--- src/rtl/mem_port_arbiter.sv ---
// Arbitrates one single-port memory between instruction fetch and data access.
// Data wins ties until a bounded burst while a fetch waits, then fetch is served.
module mem_port_arbiter #(
  parameter int WIDTH       = 32,
  parameter int MAX_D_BURST = 4
) (
  input  logic             clk,
  input  logic             rst,
  input  logic             if_req,
  input  logic [WIDTH-1:0] if_addr,
  output logic             if_valid,
  output logic [WIDTH-1:0] if_rdata,
  input  logic             d_req,
  input  logic             d_we,
  input  logic [WIDTH-1:0] d_addr,
  input  logic [WIDTH-1:0] d_wdata,
  output logic             d_valid,
  output logic [WIDTH-1:0] d_rdata,
  output logic             mem_req,
  output logic             mem_we,
  output logic [WIDTH-1:0] mem_addr,
  output logic [WIDTH-1:0] mem_wdata,
  input  logic             mem_ready,
  input  logic [WIDTH-1:0] mem_rdata,
  output logic             stall
);

  typedef enum logic [1:0] {IDLE, BUSY_I, BUSY_D} state_t;

  localparam logic [3:0] MAX_B = 4'(MAX_D_BURST);

  state_t           state_q, state_d;
  logic [3:0]       dcnt_q, dcnt_d;
  logic             mem_req_q, mem_req_d;
  logic             mem_we_q, mem_we_d;
  logic [WIDTH-1:0] mem_addr_q, mem_addr_d;
  logic [WIDTH-1:0] mem_wdata_q, mem_wdata_d;
  logic             if_valid_q, if_valid_d;
  logic             d_valid_q, d_valid_d;
  logic [WIDTH-1:0] if_rdata_q, if_rdata_d;
  logic [WIDTH-1:0] d_rdata_q, d_rdata_d;
  logic             if_pend, d_pend;

  // A req seen alongside its own valid pulse is the tail of the finished access.
  assign if_pend = if_req & ~if_valid_q;
  assign d_pend  = d_req & ~d_valid_q;

  always_comb begin
    state_d     = state_q;
    dcnt_d      = dcnt_q;
    mem_req_d   = mem_req_q;
    mem_we_d    = mem_we_q;
    mem_addr_d  = mem_addr_q;
    mem_wdata_d = mem_wdata_q;
    if_valid_d  = 1'b0;
    d_valid_d   = 1'b0;
    if_rdata_d  = if_rdata_q;
    d_rdata_d   = d_rdata_q;
    case (state_q)
      IDLE: begin
        if (d_pend && (!if_pend || dcnt_q < MAX_B)) begin
          state_d     = BUSY_D;
          mem_req_d   = 1'b1;
          mem_we_d    = d_we;
          mem_addr_d  = d_addr;
          mem_wdata_d = d_wdata;
          if (if_pend) begin
            dcnt_d = (dcnt_q < MAX_B) ? dcnt_q + 4'd1 : dcnt_q;
          end else begin
            dcnt_d = '0;
          end
        end else if (if_pend) begin
          state_d     = BUSY_I;
          mem_req_d   = 1'b1;
          mem_we_d    = 1'b0;
          mem_addr_d  = if_addr;
          mem_wdata_d = '0;
          dcnt_d      = '0;
        end
      end
      BUSY_I: begin
        if (mem_ready) begin
          state_d    = IDLE;
          mem_req_d  = 1'b0;
          if_valid_d = 1'b1;
          if_rdata_d = mem_rdata;
        end
      end
      BUSY_D: begin
        if (mem_ready) begin
          state_d   = IDLE;
          mem_req_d = 1'b0;
          d_valid_d = 1'b1;
          if (!mem_we_q) begin
            d_rdata_d = mem_rdata;
          end
        end
      end
      default: state_d = IDLE;
    endcase
  end

  always_ff @(posedge clk or negedge rst) begin
    if (!rst) begin
      state_q     <= IDLE;
      dcnt_q      <= '0;
      mem_req_q   <= 1'b0;
      mem_we_q    <= 1'b0;
      mem_addr_q  <= '0;
      mem_wdata_q <= '0;
      if_valid_q  <= 1'b0;
      d_valid_q   <= 1'b0;
      if_rdata_q  <= '0;
      d_rdata_q   <= '0;
    end else begin
      state_q     <= state_d;
      dcnt_q      <= dcnt_d;
      mem_req_q   <= mem_req_d;
      mem_we_q    <= mem_we_d;
      mem_addr_q  <= mem_addr_d;
      mem_wdata_q <= mem_wdata_d;
      if_valid_q  <= if_valid_d;
      d_valid_q   <= d_valid_d;
      if_rdata_q  <= if_rdata_d;
      d_rdata_q   <= d_rdata_d;
    end
  end

  assign mem_req   = mem_req_q;
  assign mem_we    = mem_we_q;
  assign mem_addr  = mem_addr_q;
  assign mem_wdata = mem_wdata_q;
  assign if_valid  = if_valid_q;
  assign d_valid   = d_valid_q;
  assign if_rdata  = if_rdata_q;
  assign d_rdata   = d_rdata_q;
  assign stall     = (if_req & ~if_valid_q) | (d_req & ~d_valid_q);

endmodule

--- config.mk ---
export PLATFORM = sky130hd
export DESIGN_NAME = mem_port_arbiter
export DESIGN_NICKNAME = d
export VERILOG_FILES = /design/src/rtl/mem_port_arbiter.sv
export SDC_FILE = /design/constraint.sdc
export NUM_CORES = 1
export LEC_CHECK = 0
export CAP_MARGIN = 20
export CORE_MARGIN = 5
export CORE_UTILIZATION = 42
export CTS_BUF_LIST = sky130_fd_sc_hd__clkbuf_8
export DETAILED_ROUTE_END_ITERATION = 6
export PLACE_DENSITY = 0.89
export SYNTH_ARGS = -nofsm -noshare
export SYNTH_HDL_FRONTEND = slang
export SYNTH_SLANG_ARGS = --single-unit
export TNS_END_PERCENT = 100
--- constraint.sdc ---
create_clock -name clk -period 2.43 [get_ports clk]
set_clock_uncertainty 0.05 [all_clocks]
set_input_delay 0.486 -clock clk [delete_from_list [all_inputs] [get_ports clk]]
set_output_delay 0.486 -clock clk [all_outputs]
set_load 0.03 [all_outputs]
=== Word-level counts from Yosys, hierarchy flattened ===
Index checks and enable logic that the tools add are counted.

* Bitwise operators: 6
* Reductions and logical operators: 13
* Mux-type cells: 21
* Add/sub/neg operators: 1
* $lt $le $gt $ge: 1
* Equality and inequality tests: 5

{| class="wikitable"
|+ Operators by type and width
! kind !! count
|-
| $mux 32 || 4
|-
| $mux 4 || 4
|-
| $reduce_and 3->1 || 3
|-
| $mux 1 || 8
|-
| $mux 2 || 3
|-
| $ne 3x3->1 const B || 2
|-
| $reduce_and 2->1 || 3
|-
| $add 4x1->4 const B || 1
|-
| $lt 4x3->1 const B || 1
|-
| $pmux 2 s2 || 1
|-
| $reduce_bool 2->1 || 2
|-
| $not 1->1 || 3
|-
| $and 1x1->1 || 2
|-
| $eq 2x1->1 const B || 1
|-
| $eq 2x2->1 const B || 1
|-
| $logic_not 2->1 || 1
|-
| $ne 2x1->1 const B || 1
|-
| $pmux 1 s2 || 1
|-
| $reduce_or 2->1 || 1
|-
| $logic_and 1x1->1 || 1
|-
| $logic_not 1->1 || 1
|-
| $logic_or 1x1->1 || 1
|-
| $or 1x1->1 || 1
|}

* Logic and storage cells: 57
* Bits of input ports: 134
* Flip-flop bits (word level): 138
* Output and inout port bits: 133

=== Logic depth before layout (Yosys ltp) ===
* Depth after elaboration: 7
* Depth in mapped cells: 8
* Mapped depth without buffers: 6

=== Least setup slack after synthesis ===
OpenSTA, ideal clock, no wires.

* Path kind: flip-flop to flip-flop
* Start point: register if_valid_q, in the netlist if_valid
* End point: register mem_we_q, in the netlist mem_we
* Path slack: 0.559 ns
* Period minus slack after synthesis: 1.871 ns
* Setup time: 0.121 ns
* Arrival: 1.700 ns
* Path buffers: 4
* Required time: 2.259 ns
* Cell stages (with the launch flop): 9
* Cells stage by stage: dfrtp_1 -> nand2b_4 -> buf_6 -> o21a_1 -> buf_2 -> and2_4 -> buf_6 -> buf_6 -> a22o_1

* Cells in the longest elaborated chain, start to end: 7
* Elaborated cells on any way between the ends: 8
* Classes of those cells: 1 x mux; 2 x bitwise; 5 x reduce/logical

{| class="wikitable"
|+ Ends and longest elaborated chain
! what !! line !! text
|-
| from (decl) || 38 || <nowiki>logic if_valid_q, if_valid_d;</nowiki>
|-
| from (signal assigned) || 122 || <nowiki>if_valid_q <= if_valid_d;</nowiki>
|-
| $not 1->1 (*) || 45 || <nowiki>assign if_pend = if_req & ~if_valid_q;</nowiki>
|-
| $and 1x1->1 (*) || 45 ||
|-
| $logic_not 1->1 || 61 || <nowiki>if (d_pend && (!if_pend || dcnt_q < MAX_B)) begin</nowiki>
|-
| $logic_or 1x1->1 || 61 ||
|-
| $logic_and 1x1->1 || 61 ||
|-
| $reduce_bool 2->1 (no line) || - ||
|-
| $reduce_and 2->1 (no line) || - ||
|-
| to (signal assigned) || 119 || <nowiki>mem_we_q <= mem_we_d;</nowiki>
|-
| to (decl) || 35 || <nowiki>logic mem_we_q, mem_we_d;</nowiki>
|}

Every way passes the cells marked *; elsewhere a longest branch is shown, timed or not.
A chain may end at the register's enable or synchronous reset.

=== Final worst setup path ===
* Start point: register mem_we_q, in the netlist mem_we
* End point: output port mem_we

{| class="wikitable"
|+ RTL lines
! what !! line !! text
|-
| to (decl) || 20 || <nowiki>output logic mem_we,</nowiki>
|}

No word-level cell between the ends.

==> summary.md <==
| Metric | Value |
|---|---|
| Period minus WS final | 2100 ps |
| Grt total ovfl | 0 |
| CTS Buf Count | 17 |
| Hold path startpoint | mem_wdata[17] |
| Area grow syn2layout | 62.31% |
| Syn. warnings | 0 |
| RSZ-0062 raised after global routing | no |
| Largest net degree at the start of global routing | 65 |
| Delay-heaviest family, CP | buffers and inverters |
| Num ports | 267 |
| Yosys cell types | 25 |
| Ordered cell list for the critical path | clkdlybuf4s50_1 |
| Die W | 123.8 um |
| Fin crit share | 86.40% |
| Drt total wl | 16.21 mm |
| Initial Util | 42.91% |
| Critical path endpoint category | output pin |
| Final setup violation count | 0 |
| Mapped Nets | 568 |
| R2r setup slk | 620 ps |
| Nets | 834 |
| Die height | 123.8 um |
| Post-Synthesis Cells | 430 |
| Diode count | 0 |
| Synth top area share | 63.51% |
| Simple-gate share of the synthesized area | 8.491% |
| # DRC | 0 |
| Switching part of the total power | 40.58% |
| P per Cell Area | 1473 nW/um2 |
| Critical R2R Launch | state_q[0] |
| Int Power | 7.727 mW |
| CTS root buf | clkbuf_8 |
| Maximum VDD drop | 0.8564 mV |
| Critical path class | flip-flop to output pin |
| Max Fclk | 0.4763 GHz |
| Max-cap check violation count | 0 |
| Seq/Total Area, Yosys | 63.51% |
| DP HPWL | 12.02 mm |
| Initial antenna violation count | 0 |
| Multi-input gate area | 1832 um2 |
| Setup WS post-layout | 330.4 ps |
| Total number of vias | 4,424 |
| Final Max Tran Viols | 0 |
| Hold Path Sink | mem_wdata[17] |
| Post-CTS Resized | 0 |
| Main combinational cell family by area after synthesis | multiplexers |
| Routed wire per std cell | 18.40 um |
| Clk Latency, worst-skew pair | 440 ps |
| Worst Path Arrival | 1560 ps |
| Crit path launch type | flip-flop |
| Reg-to-Reg End | mem_addr[13] |
| #FFs+latches synth | 138 |
| Drt first pass iters | 4 |
| Relative slew slack | 67.97% |
| Total leakage power | 3.795 nW |
| H-tree depth | 4 |
| First-pass GRT wire length | 24.88 mm |
| FF/Latch Area | 3453 um2 |
| Slowest CP cell | clkdlybuf4s50_1 |
| Clock tree buffer depth | 2 |
| Antenna-violating nets left | 0 |
| Fillers | 884 |
| Post-synthesis mux area share | 13.25% |
| WP buf/inv | 1 |
| Post-synthesis compound-gate area fraction | 10.75% |
| Layout cell share with drive strength beyond 1 | 15.23% |
| Clk network pwr share | 17.1% |
| # hold bufs at CTS | 1 |
| # rows | 41 |
| Total power | 13.00 mW |
| Hold_ws | 453.8 ps |
| Die area | 15,320 um2 |
| Power share of the sequential group | 30.8% |
| Mapped Area | 5438 um2 |
| Critical Path RT | 1890 ps |
| Crit Path Max Fanout | 3 |
| Least-Margin Pin Slew | 480.4 ps |
| Via-to-Cell Ratio | 5.022 |
| Initial DRC Count | 251 |
| Post-Route Utilization | 69.66% |
| GRT Overall Usage | 21.38% |
| Slowest cell delay on critical path | 710 ps |
| Avg Cell Area, Syn | 12.65 um2 |
| Combinational share of power | 52.1% |
| Adder-Cell Fraction of Synth Area | 0.9204% |
| Number of global-route vias before repair | 5,009 |
| Most common library cell in the layout ignoring fill and taps | clkdlybuf4s50_1 |
| Worst min path class | flip-flop to flip-flop |
| Post-synth top area cell | dfrtp_1 |
| Final setup TNS | 0 ps |
| Sw Pwr | 5.278 mW |
| Dpl ws | 255.8 ps |
| Clk pin slew, worst setup/hold paths | 80 ps |
| Core area | 12,670 um2 |
| Most frequent cells in the layout | 264 x clkdlybuf4s50_1, 138 x dfrtp_1, 69 x nand2_1 |
| IO Port Bufs | 266 |
| Setup bufs post-CTS | 0 |
| RePlAce Congestion | 0.7265 |
| R2R depth | 6 |
| Clock sink count | 138 |
| Hold Path Depth | 1 |
| Xor/xnor cell area share of the yosys netlist | 0% |
| CTS tree | done |
| Ranking of synthesized cells by area | dfrtp_1 64%, mux2_2 13%, a22o_1 5.6% |
| Fin. Hold Viols | 0 |
| Status | finished, final reports clean |
kinds of logic after synthesis:
| kind of cell | Yosys count |
|---|---|
| and+or+nand+nor | 114 |
| adders and majority gates | 4 |
| muxes | 64 |
| AOI/OAI and AO/OA | 78 |
| DFF | 138 |
| buffers and inverters | 32 |
worst max-delay path by stage:
stage,startpoint,end,slack [ps],cells past startpoint
finish,mem_we,mem_we,330,1
global placement,d_req,dcnt_q[1],310,5
floorplan,if_valid,mem_we,560,8
CTS,mem_req,mem_req,270,1
detailed placement,d_req,mem_wdata[4],260,5
global route,mem_req,mem_req,230,1
metal layers:
| layer | wire length (um) | vias to the layer above | GRT usage [%] |
|---|---|---|---|
| li1 | - | 2031 | - |
| met1 | 5665 | 2163 | 22.05 |
| met2 | 8546 | 190 | 38.43 |
| met3 | 1467 | 40 | 7.766 |
| met4 | 533 | 0 | 9.965 |
| met5 | 0 | - | 0 |
synthesized netlist by cell type:
cell type,n
a21boi_1,1
a21oi_1,3
a22o_1,35
a31oi_1,33
a32o_1,1
and2_1,1
and2_4,1
buf_1,3
buf_2,8
buf_6,5
clkbuf_1,13
dfrtp_1,138
ha_1,4
inv_1,3
mux2_1,1
mux2_2,63
nand2_1,69
nand2b_1,2
nand2b_4,1
nand3_1,1
nor2_1,35
nor2b_1,4
o21a_1,1
o21ai_1,1
o2bb2ai_1,3
metrics by stage:
stage | instance area (um2) | std cells
floorplan | 5438 | 430
global placement | 8341 | 848
detailed placement | 8341 | 848
CTS | 8826 | 881
global route | 8826 | 881
finish | 8826 | 881
sequential cells by signal (all words and copies together) (netlist names):
| register | cells |
|---|---|
| d_rdata | 32 |
| d_valid | 1 |
| dcnt_q | 4 |
| if_rdata | 32 |
| if_valid | 1 |
| mem_addr | 32 |
| mem_req | 1 |
| mem_wdata | 32 |
| mem_we | 1 |
| state_q | 2 |
area by class of cell:
cell class,count,share of cell area (%)
Sequential cell,138,39.13
Timing Repair Buffer,276,32.17
Clock inverter,14,2.580
Tap cell,172,2.438
Multi-Input combinational cell,260,20.75
Clock buffer,18,2.807
Inverter,3,0.1276
power by group through the flow:
| stage | Sequential (mW) | Clock, mW | Combinational, mW |
|---|---|---|---|
| floorplan | 6.06 | 0 | 1.72 |
| global placement | 3.96 | 0 | 6.64 |
| detailed placement | 4.02 | 0 | 6.82 |
| CTS | 4.00 | 2.27 | 6.86 |
| global route | 4.13 | 2.36 | 7.15 |
| finish | 4.00 | 2.22 | 6.78 |
No activity file was read; power rests on OpenSTA's default activity.
